$ cat config.mk
export PLATFORM = sky130hd
export DESIGN_NAME = disp_scheduler
export DESIGN_NICKNAME = d
export VERILOG_FILES = /design/src/rtl/disp_scheduler_pkg.sv /design/src/rtl/disp_rr_pick.sv /design/src/rtl/disp_scheduler.sv
export SDC_FILE = /design/constraint.sdc
export NUM_CORES = 1
export LEC_CHECK = 0
export CAP_MARGIN = 20
export CORE_ASPECT_RATIO = 0.8
export CORE_MARGIN = 4
export CORE_UTILIZATION = 56
export DETAILED_ROUTE_END_ITERATION = 10
export PLACE_DENSITY = 0.92
export SLEW_MARGIN = 10
export SYNTH_ARGS = -nofsm -noshare
export SYNTH_HDL_FRONTEND = slang
export SYNTH_HIERARCHICAL = 1
export SYNTH_SLANG_ARGS = --single-unit
$ cat constraint.sdc
create_clock -name clk -period 3.4 [get_ports clk]
set_input_delay 0.51 -clock clk [delete_from_list [all_inputs] [get_ports clk]]
set_output_delay 0.51 -clock clk [all_outputs]
set_load 0.05 [all_outputs]
$ cat src/rtl/disp_scheduler_pkg.sv
`default_nettype none
// ============================================================================
//  Module      : disp_scheduler_pkg
//  Description : Shared types and constants for the display channel scheduler.
//                Optional feature macro used by the scheduler: DISP_ALARM_BLINK_EN
//  Revision    : 1.0 - initial release
// ============================================================================
package disp_scheduler_pkg;

  localparam int NUM_CHAN = 4;
  localparam int CHAN_W   = 2;
  localparam int DWELL_W  = 28;

  typedef enum logic [1:0] {
    ST_IDLE    = 2'd0,
    ST_SHOW    = 2'd1,
    ST_ADVANCE = 2'd2
  } state_e;

endpackage
`default_nettype wire

$ cat src/rtl/disp_rr_pick.sv
`default_nettype none
// ============================================================================
//  Module      : disp_rr_pick
//  Description : Combinational round-robin first-set search over the channel
//                request vector, beginning at start_i and wrapping modulo
//                NUM_CHAN.
//  Revision    : 1.0 - initial release
// ============================================================================
module disp_rr_pick
  import disp_scheduler_pkg::*;
(
  input  logic [NUM_CHAN-1:0] req_i,
  input  logic [CHAN_W-1:0]   start_i,
  output logic [CHAN_W-1:0]   idx_o,
  output logic                found_o
);

  logic [CHAN_W-1:0] w_cand;

  // Walk the channels from start_i upward; the first set request wins.
  always_comb begin
    idx_o   = '0;
    found_o = 1'b0;
    w_cand  = '0;
    for (int k = 0; k < NUM_CHAN; k++) begin
      w_cand = start_i + CHAN_W'(k);
      if (!found_o && req_i[w_cand]) begin
        found_o = 1'b1;
        idx_o   = w_cand;
      end
    end
  end

endmodule
`default_nettype wire

$ cat src/rtl/disp_scheduler.sv
`default_nettype none
// ============================================================================
//  Module      : disp_scheduler
//  Description : Cycles a 4-digit hex display through four captured channel
//                values, dwelling DWELL_CYCLES on each, with pause and manual
//                advance. Define DISP_ALARM_BLINK_EN to blink the display
//                while a channel flagged with an alarm is shown.
//  Revision    : 1.0 - initial release
// ============================================================================
module disp_scheduler
  import disp_scheduler_pkg::*;
#(
  parameter int DWELL_CYCLES = 200000000,
  parameter int BLINK_CYCLES = 25000000
) (
  input  logic        clk,
  input  logic        rst_n,
  input  logic [3:0]  src_valid,
  input  logic [63:0] src_data,
  input  logic [3:0]  src_alarm,
  input  logic        pause,
  input  logic        next,
  output logic [15:0] display_value,
  output logic [1:0]  cur_chan,
  output logic        disp_blank,
  output logic        chan_start
);

  localparam logic [DWELL_W-1:0] c_DWELL_LAST = DWELL_W'(DWELL_CYCLES - 1);

  state_e               state_q, state_d;
  logic [CHAN_W-1:0]    cur_chan_q, cur_chan_d;
  logic [DWELL_W-1:0]   dwell_q, dwell_d;
  logic                 chan_start_q;
  logic [15:0]          data_q [NUM_CHAN];
  logic [NUM_CHAN-1:0]  populated_q;

  logic [CHAN_W-1:0]    w_rr_start;
  logic [CHAN_W-1:0]    w_pick_idx;
  logic                 w_pick_found;
  logic                 w_alarm_blank;

  // Capture channel values; runs in every state so a capture coinciding with
  // an advance is already visible to the search in the ADVANCE cycle.
  always_ff @(posedge clk or negedge rst_n) begin
    if (!rst_n) begin
      for (int i = 0; i < NUM_CHAN; i++) begin
        data_q[i] <= '0;
      end
      populated_q <= '0;
    end else begin
      for (int i = 0; i < NUM_CHAN; i++) begin
        if (src_valid[i]) begin
          data_q[i]      <= src_data[16*i +: 16];
          populated_q[i] <= 1'b1;
        end
      end
    end
  end

  assign w_rr_start = cur_chan_q + CHAN_W'(1);

  disp_rr_pick u_rr_pick (
    .req_i   (populated_q),
    .start_i (w_rr_start),
    .idx_o   (w_pick_idx),
    .found_o (w_pick_found)
  );

  // State, channel index, dwell counter and the registered start pulse.
  always_ff @(posedge clk or negedge rst_n) begin
    if (!rst_n) begin
      state_q      <= ST_IDLE;
      cur_chan_q   <= '0;
      dwell_q      <= '0;
      chan_start_q <= 1'b0;
    end else begin
      state_q      <= state_d;
      cur_chan_q   <= cur_chan_d;
      dwell_q      <= dwell_d;
      chan_start_q <= (state_d == ST_ADVANCE);
    end
  end

  // Next-state logic: a manual advance overrides pause and the dwell count.
  always_comb begin
    state_d    = state_q;
    cur_chan_d = cur_chan_q;
    dwell_d    = dwell_q;
    case (state_q)
      ST_IDLE: begin
        if (|populated_q) begin
          state_d = ST_ADVANCE;
        end
      end
      ST_ADVANCE: begin
        dwell_d = '0;
        if (w_pick_found) begin
          cur_chan_d = w_pick_idx;
          state_d    = ST_SHOW;
        end else begin
          state_d    = ST_IDLE;
        end
      end
      ST_SHOW: begin
        if (next) begin
          state_d = ST_ADVANCE;
        end else if (!pause) begin
          if (dwell_q == c_DWELL_LAST) begin
            state_d = ST_ADVANCE;
          end else begin
            dwell_d = dwell_q + DWELL_W'(1);
          end
        end
      end
      default: begin
        state_d = ST_IDLE;
      end
    endcase
  end

`ifdef DISP_ALARM_BLINK_EN
  localparam logic [DWELL_W-1:0] c_BLINK_LAST = DWELL_W'(BLINK_CYCLES - 1);

  logic [NUM_CHAN-1:0] alarm_q;
  logic [DWELL_W-1:0]  blink_cnt_q;
  logic                blink_phase_q;

  // Alarm flags travel with the channel capture strobe.
  always_ff @(posedge clk or negedge rst_n) begin
    if (!rst_n) begin
      alarm_q <= '0;
    end else begin
      for (int i = 0; i < NUM_CHAN; i++) begin
        if (src_valid[i]) begin
          alarm_q[i] <= src_alarm[i];
        end
      end
    end
  end

  // Blink timebase restarts outside SHOW so each display period opens unblanked.
  always_ff @(posedge clk or negedge rst_n) begin
    if (!rst_n) begin
      blink_cnt_q   <= '0;
      blink_phase_q <= 1'b0;
    end else if (state_q != ST_SHOW) begin
      blink_cnt_q   <= '0;
      blink_phase_q <= 1'b0;
    end else if (blink_cnt_q == c_BLINK_LAST) begin
      blink_cnt_q   <= '0;
      blink_phase_q <= ~blink_phase_q;
    end else begin
      blink_cnt_q   <= blink_cnt_q + DWELL_W'(1);
    end
  end

  assign w_alarm_blank = (state_q == ST_SHOW) && alarm_q[cur_chan_q] && blink_phase_q;
`else
  logic w_unused_alarm;
  assign w_unused_alarm = (^src_alarm) ^ (BLINK_CYCLES != 0);
  assign w_alarm_blank  = 1'b0;
`endif

  // Display outputs: blanked and zero while nothing has been captured.
  always_comb begin
    display_value = '0;
    disp_blank    = 1'b1;
    if (state_q != ST_IDLE) begin
      display_value = data_q[cur_chan_q];
      disp_blank    = w_alarm_blank;
    end
  end

  assign cur_chan   = cur_chan_q;
  assign chan_start = chan_start_q;

endmodule
`default_nettype wire

==> results.cfg, run 1 <==
[outcome]
status = complete, no violations

[synthesis]
post-synth-top-area-fraction = 0.5280
netlist-cell-type-count = 46
cells_after_synth = 378
synth_area_leaders = dfrtp_1 (53%), mux2_2 (16%), mux4_2 (7.5%)
synth_flop_cell = dfrtp_1
ys_seq_elements = 101
number_of_enable_type_register_cells_in_the_synthesized_netlist = 0
synth-seq-area-share = 0.5280
syn_area_sq_um = 4787
synth_nets = 455
async_flop_share = 1.000
synth.avg_cell_area_sq_um = 12.66
synth_top_area_cell = dfrtp_1
count_of_synthesis_stage_warnings_from_yosys = 6

[placement]
placed_cells = 564
detailed_place_hpwl_mm = 8.040
placement.cell_area_sq_um = 5793
globalplace.congestion = 0.7636
port_buffer_cells = 91
pre_cts_slack_ns = 0.7953

[global_routing]
globalRoute.totalOverflow = 0
globalRouteTotalUtil = 0.2468
via_count_of_the_first_global_routing_pass = 3863
global_route_wire_length_before_repair_mm = 19.43
grt_start_max_net_pins = 62
antenna_found_initial = 2

[floorplanning]
initial_utilization = 0.5890
core_region_area_sq_um = 8128
ios = 96
row_count = 29
floorplan.die_area_sq_um = 10100
die_w_microns = 111.4
die_height_microns = 90.70

[drt]
met2WireLength_mm = 6.168
viasPerCell = 6.022
drt.antenna.violating_nets = 0
drc = 0
top_signal_layer_used = met5
drt_iter0_markers = 183
dr_total_vias = 3499
metal_1_wl_mm = 4.557
first_pass_iters = 5
finalWirelength_mm = 12.12
wire_per_inst_microns = 20.87
met3WireLength_mm = 1.095

[pwr]
power_per_cell_area_nw_per_um2 = 669.9
seq_power_share = 0.352
share_comb_of_total_power = 0.466
power_frac_clock = 0.182
vdd_ir_drop_max_v = 0.0005489
finalPower_mw = 4.010
p_leak_nw = 2.443
switchingPower_mw = 1.646
power.internal_mw = 2.364
power_switching_share = 0.4105

[critical_path]
timing.critical_path.from_type = flop
critical-path-max-stage-delay_ns = 0.72
timing.critical_path.slowest_stage_cell = clkdlybuf4s50_1
crit_path_end_kind = primary output
crit_path_cell_trace = buf_4 -> mux4_2 -> nor2b_1 -> clkdlybuf4s50_1
arrival_ns = 2.51
crit_type = flop to primary output
required_ns = 2.89
path_max_fanout = 12

[clock_tree]
cts_htree_levels = 3
post_cts_resized = 0
post_cts.repair.setup_buffers = 0
clk-insertion-delay-late_ns = 0.37
clock_sinks = 101
cts_tree = built
numCtsBuffers = 9
cts.clk_slew.worst_paths_ns = 0.10
cts_root_buffer = clkbuf_8
cts_buffer_depth = 2
hold_buffers = 0

[sta]
final_min_period_over_clock_period = 0.8875
timing_worst_slew_pin_value_ns = 0.9490
top_achievable_clock_speed_mhz = 331.4
slew_headroom = 0.3654
setup_viol = 0
timing_hold_violations_final = 0
maxSlewViolCount = 0
grt_setup_unrepaired = false
timing.final.crit_period_ns = 3.017
final_critical_path_setup_slack_ns = 0.3825
setup-tns-final_ns = 0
final.setup_skew_ns = 0.01653
final.hold.worst_slack_ns = 0.2151

[final_layout]
final_design_area_no_fill_sq_um = 5986
finish.utilization = 0.7365
final_net_count = 544
filler_cell_count = 494
final_cell_count_no_fill = 581
sequential_area_sq_um = 2527
syn_to_final_growth_pct = 25.04
fraction_of_final_layout_cells_with_drive_strength_greater_than_1 = 0.2436
multi_input_area_sq_um = 2128

[job]
maxCapViolCount = 0

[min_path]
hold_path_class = input pin to async pin
[cell usage after synthesis (10+ instances only)]
| library cell | count |
|---|---|
| a21oi_1 | 15 |
| clkbuf_1 | 13 |
| dfrtp_1 | 101 |
| mux2_2 | 66 |
| mux4_2 | 16 |
| nand2_1 | 15 |
| nand3_1 | 10 |
| nand4_1 | 13 |
| nor2_1 | 18 |
| nor2b_1 | 17 |
| or3_1 | 10 |
| xor2_1 | 12 |
[placed cells by master, fill, tap and decap left out, types with 3 or more instances in the layout]
| master | instances |
|---|---|
| a21oi_1 | 15 |
| and2_1 | 3 |
| and3_1 | 4 |
| buf_4 | 9 |
| clkbuf_8 | 9 |
| clkdlybuf4s50_1 | 90 |
| dfrtp_1 | 101 |
| inv_1 | 8 |
| mux2_2 | 66 |
| mux4_2 | 16 |
| nand2_1 | 15 |
| nand2b_1 | 3 |
| nand3_1 | 10 |
| nand4_1 | 13 |
| nor2_1 | 18 |
| nor2b_1 | 17 |
| o21ai_0 | 8 |
| o21ai_1 | 3 |
| o31ai_1 | 3 |
| or2_2 | 4 |
| or3_1 | 10 |
| xor2_1 | 12 |
[layer usage]
layer,vias up,track usage
li1,1559,-
met1,1742,0.2912
met2,167,0.4157
met3,29,0.08908
met4,2,0.09321
met5,-,0
[state kept, by name, summed over array words and instances, names as in the netlist]
name	cells
data_q	64
state_q	2
cur_chan	2
populated_q	4
chan_start	1
dwell_q	28
[power groups by stage]
stage | registers, mW | clock network (mW) | logic [mW]
2_1_floorplan | 1.46 | 0 | 1.18
5_1_grt | 1.43 | 0.787 | 1.96
3_5_place_dp | 1.43 | 0 | 1.84
4_1_cts | 1.41 | 0.749 | 1.87
6_report | 1.41 | 0.730 | 1.87
3_3_place_gp | 1.41 | 0 | 1.80
[worst max-delay path: cells and delay by family, from the launching register on]
| kind | cells | cell delay [ns] |
|---|---|---|
| flip-flops | 1 | 0.36 |
| multiplexers | 1 | 0.61 |
| buffers and inverters | 2 | 0.99 |
| AND/OR/NAND/NOR | 1 | 0.19 |
[final timing paths]
path,startpoint,to,cells past startpoint,slack (ns)
setup / recovery,cur_chan[0]$_DFFE_PN0P_,display_value[5],4,0.38
hold / removal,rst_n,dwell_q[4]$_DFFE_PN0P_,1,0.22
setup reg to reg,dwell_q[18]$_DFFE_PN0P_,chan_start$_DFF_PN0_,5,0.92
hold reg to reg,data_q[0]$_DFFE_PN0P_,data_q[0]$_DFFE_PN0P_,1,0.51
max in group asynchronous,rst_n,data_q[19]$_DFFE_PN0P_,2,2.36
min in group clk,data_q[0]$_DFFE_PN0P_,data_q[0]$_DFFE_PN0P_,1,0.51
[kinds of logic (layout without fill, tap and decap cells)]
logic type      Yosys count  count (layout)  synth area share
simple gates            111             111            0.1354
other cells               0               1                 0
buf+inv                  30             124           0.02744
mux                      84              84            0.2347
xor+xnor                 13              13           0.02378
compound gates           38              38           0.04809
fa+ha+maj                 1               1          0.002613
flops                   101             101            0.5280
[cell type report]
class	instances	area share
clock inverter	6	0.01045
multi-input combinational	247	0.3556
timing repair buffer	99	0.1618
clock buffer	10	0.02132
sequential	101	0.4222
tap	108	0.02258
inverter	9	0.005644
antenna	1	0.0004181
Note: power is estimated with default switching activity, not from simulation.
==> run 2, diff against run 1 <==
--- a/config.mk
+++ b/config.mk
@@ -10,6 +10,7 @@
 export CORE_MARGIN = 4
 export CORE_UTILIZATION = 56
 export DETAILED_ROUTE_END_ITERATION = 10
+export GPL_TIMING_DRIVEN = 0
 export PLACE_DENSITY = 0.92
 export SLEW_MARGIN = 10
 export SYNTH_ARGS = -nofsm -noshare
==> run 2 against run 1 <==
  * Die area stayed put
  * Worst setup slack lost 0.20 ns
  * Sequential share of layout area up 0.071 points
  * Via count is 1.5% higher
  * Clock skew shrank 0.0059 ns
  * Combinational power down 4%
  * Sequential power about the same
  * Worst hold slack worse by 0.094 ns
  * Final cell count is 1.4% higher
  * Flip-flop and latch count unchanged
  * Critical endpoint is now display_value[7]
  * Largest power group unchanged
==> results.cfg, run 2 (synthesis results as in run 1) <==
[outcome]
status = complete, no violations

[floorplanning]
core_region_area_sq_um = 8128
die_height_microns = 90.70
floorplan.die_area_sq_um = 10100
ios = 96
die_w_microns = 111.4
initial_utilization = 0.5890
row_count = 29

[pwr]
p_leak_nw = 2.458
vdd_ir_drop_max_v = 0.0005315
power_per_cell_area_nw_per_um2 = 655.3

[critical_path]
required_ns = 2.89
regToRegEndpoint = dwell_q[10]$_DFFE_PN0P_
arrival_ns = 2.70
timing.critical_path.slowest_stage_cell = clkdlybuf4s50_1
crit_path_cell_trace = clkbuf_2 -> mux4_2 -> nor2b_1 -> clkdlybuf4s50_1
crit_path_end_kind = primary output
crit_type = flop to primary output
critical-path-max-stage-delay_ns = 0.85
critPathTopFamily = buffers and inverters
path_max_fanout = 10
ff2ff_path_depth = 7
regToRegStartpoint = dwell_q[12]$_DFFE_PN0P_
timing.critical_path.from_type = flop
setup.reg_to_reg.worst_slack_ns = 1.21
critPathBufInv = 2

[drt]
wire_per_inst_microns = 20.12
drt_iter0_markers = 262
finalWirelength_mm = 11.85
drt.antenna.violating_nets = 0
drc = 0
viasPerCell = 6.032
dr_total_vias = 3553
first_pass_iters = 4

[sta]
setup_viol = 0
timing_hold_violations_final = 0
final.hold.worst_slack_ns = 0.1207
maxSlewViolCount = 0
final.setup_skew_ns = 0.01059
grt_setup_unrepaired = false
top_achievable_clock_speed_mhz = 311.3
timing_worst_slew_pin_value_ns = 0.6447
final_min_period_over_clock_period = 0.9449
slew_headroom = 0.5702
timing.final.crit_period_ns = 3.213

[final_layout]
most_common_cell_after_layout_fill_and_taps_aside = dfrtp_1
syn_to_final_growth_pct = 24.83
largest_register_ffs = 64
regMostFlops = data_q
finish.utilization = 0.7352
biggestRegsByFlops = data_q: 64 flops, dwell_q: 28 flops, populated_q: 4 flops
fraction_of_final_layout_cells_with_drive_strength_greater_than_1 = 0.2370
final_net_count = 553
final_cell_mix = dfrtp_1 (101), clkdlybuf4s50_1 (79), mux2_2 (66)
num_antenna_cells = 0

[global_routing]
globalRouteTotalUtil = 0.2473
antenna_found_initial = 1
grt_start_max_net_pins = 61
global_route_wire_length_before_repair_mm = 19.56
globalRoute.totalOverflow = 0
via_count_of_the_first_global_routing_pass = 3901

[min_path]
hold_path_class = input pin to async pin

[clock_tree]
clk-insertion-delay-late_ns = 0.37
cts_root_buffer = clkbuf_8
clock_sinks = 101
cts.clk_slew.worst_paths_ns = 0.10
hold_buffers = 0
cts_buffer_depth = 2
numCtsBuffers = 9
cts_htree_levels = 3
cts_tree = built

[placement]
detailed_place_hpwl_mm = 8.367
port_buffer_cells = 87
globalplace.congestion = 0.8220

[job]
maxCapViolCount = 0
[run 2: repair_timing]
action | CTS | global route
buffers inserted | 0 | 0
endpoints found under the setup margin | 8 | 3
gates resized for setup | 8 | 1
pin swaps | 0 | 0
[run 2: layout make-up]
class | count | area (sq um)
fill | 523 | 2152
tap | 108 | 135.1
clock buffer | 12 | 135.1
buffer | 20 | 95.09
clock inverter | 4 | 31.28
sequential | 101 | 2527
multi-input combinational | 247 | 2131
timing repair buffer | 88 | 887.1
inverter | 9 | 33.78
[run 2: worst max-delay path by stage]
stage,startpoint,endpoint,slack [ns],cells past startpoint
2_1_floorplan,cur_chan[1]$_DFFE_PN0P_,display_value[10],0.61,4
3_3_place_gp,rst_n,data_q[30]$_DFFE_PN0P_,-1.80,1
3_5_place_dp,cur_chan[1]$_DFFE_PN0P_,display_value[8],0.23,5
4_1_cts,state_q[1]$_DFF_PN0_,disp_blank,0.07,3
5_1_grt,cur_chan[0]$_DFFE_PN0P_,display_value[13],0.04,5
6_report,cur_chan[1]$_DFFE_PN0P_,display_value[7],0.19,4
[run 2: metal layers]
| metal | GRT usage | share of wire | vias to the layer above |
|---|---|---|---|
| li1 | - | - | 1565 |
| met1 | 0.2868 | 0.38 | 1817 |
| met2 | 0.4242 | 0.52 | 141 |
| met3 | 0.09042 | 0.078 | 28 |
| met4 | 0.08612 | 0.023 | 2 |
| met5 | 0 | 0.0012 | - |
[run 2: stage by stage]
stage	TNS, ns	cells	total power [mW]	setup WS, ns	instance area, sq um
2_1_floorplan	0	378	2.642	0.6076	4787
3_3_place_gp	-181.46	573	3.197	-1.804	5793
3_5_place_dp	0	574	3.259	0.2335	5818
4_1_cts	0	589	3.927	0.06624	5973
5_1_grt	0	589	4.096	0.04465	5976
6_report	0	589	3.916	0.1872	5976
[run 2: where the power goes]
| part | internal [mW] | switching, mW |
|---|---|---|
| logic | 0.704 | 1.08 |
| clock network | 0.275 | 0.422 |
| registers | 1.31 | 0.116 |
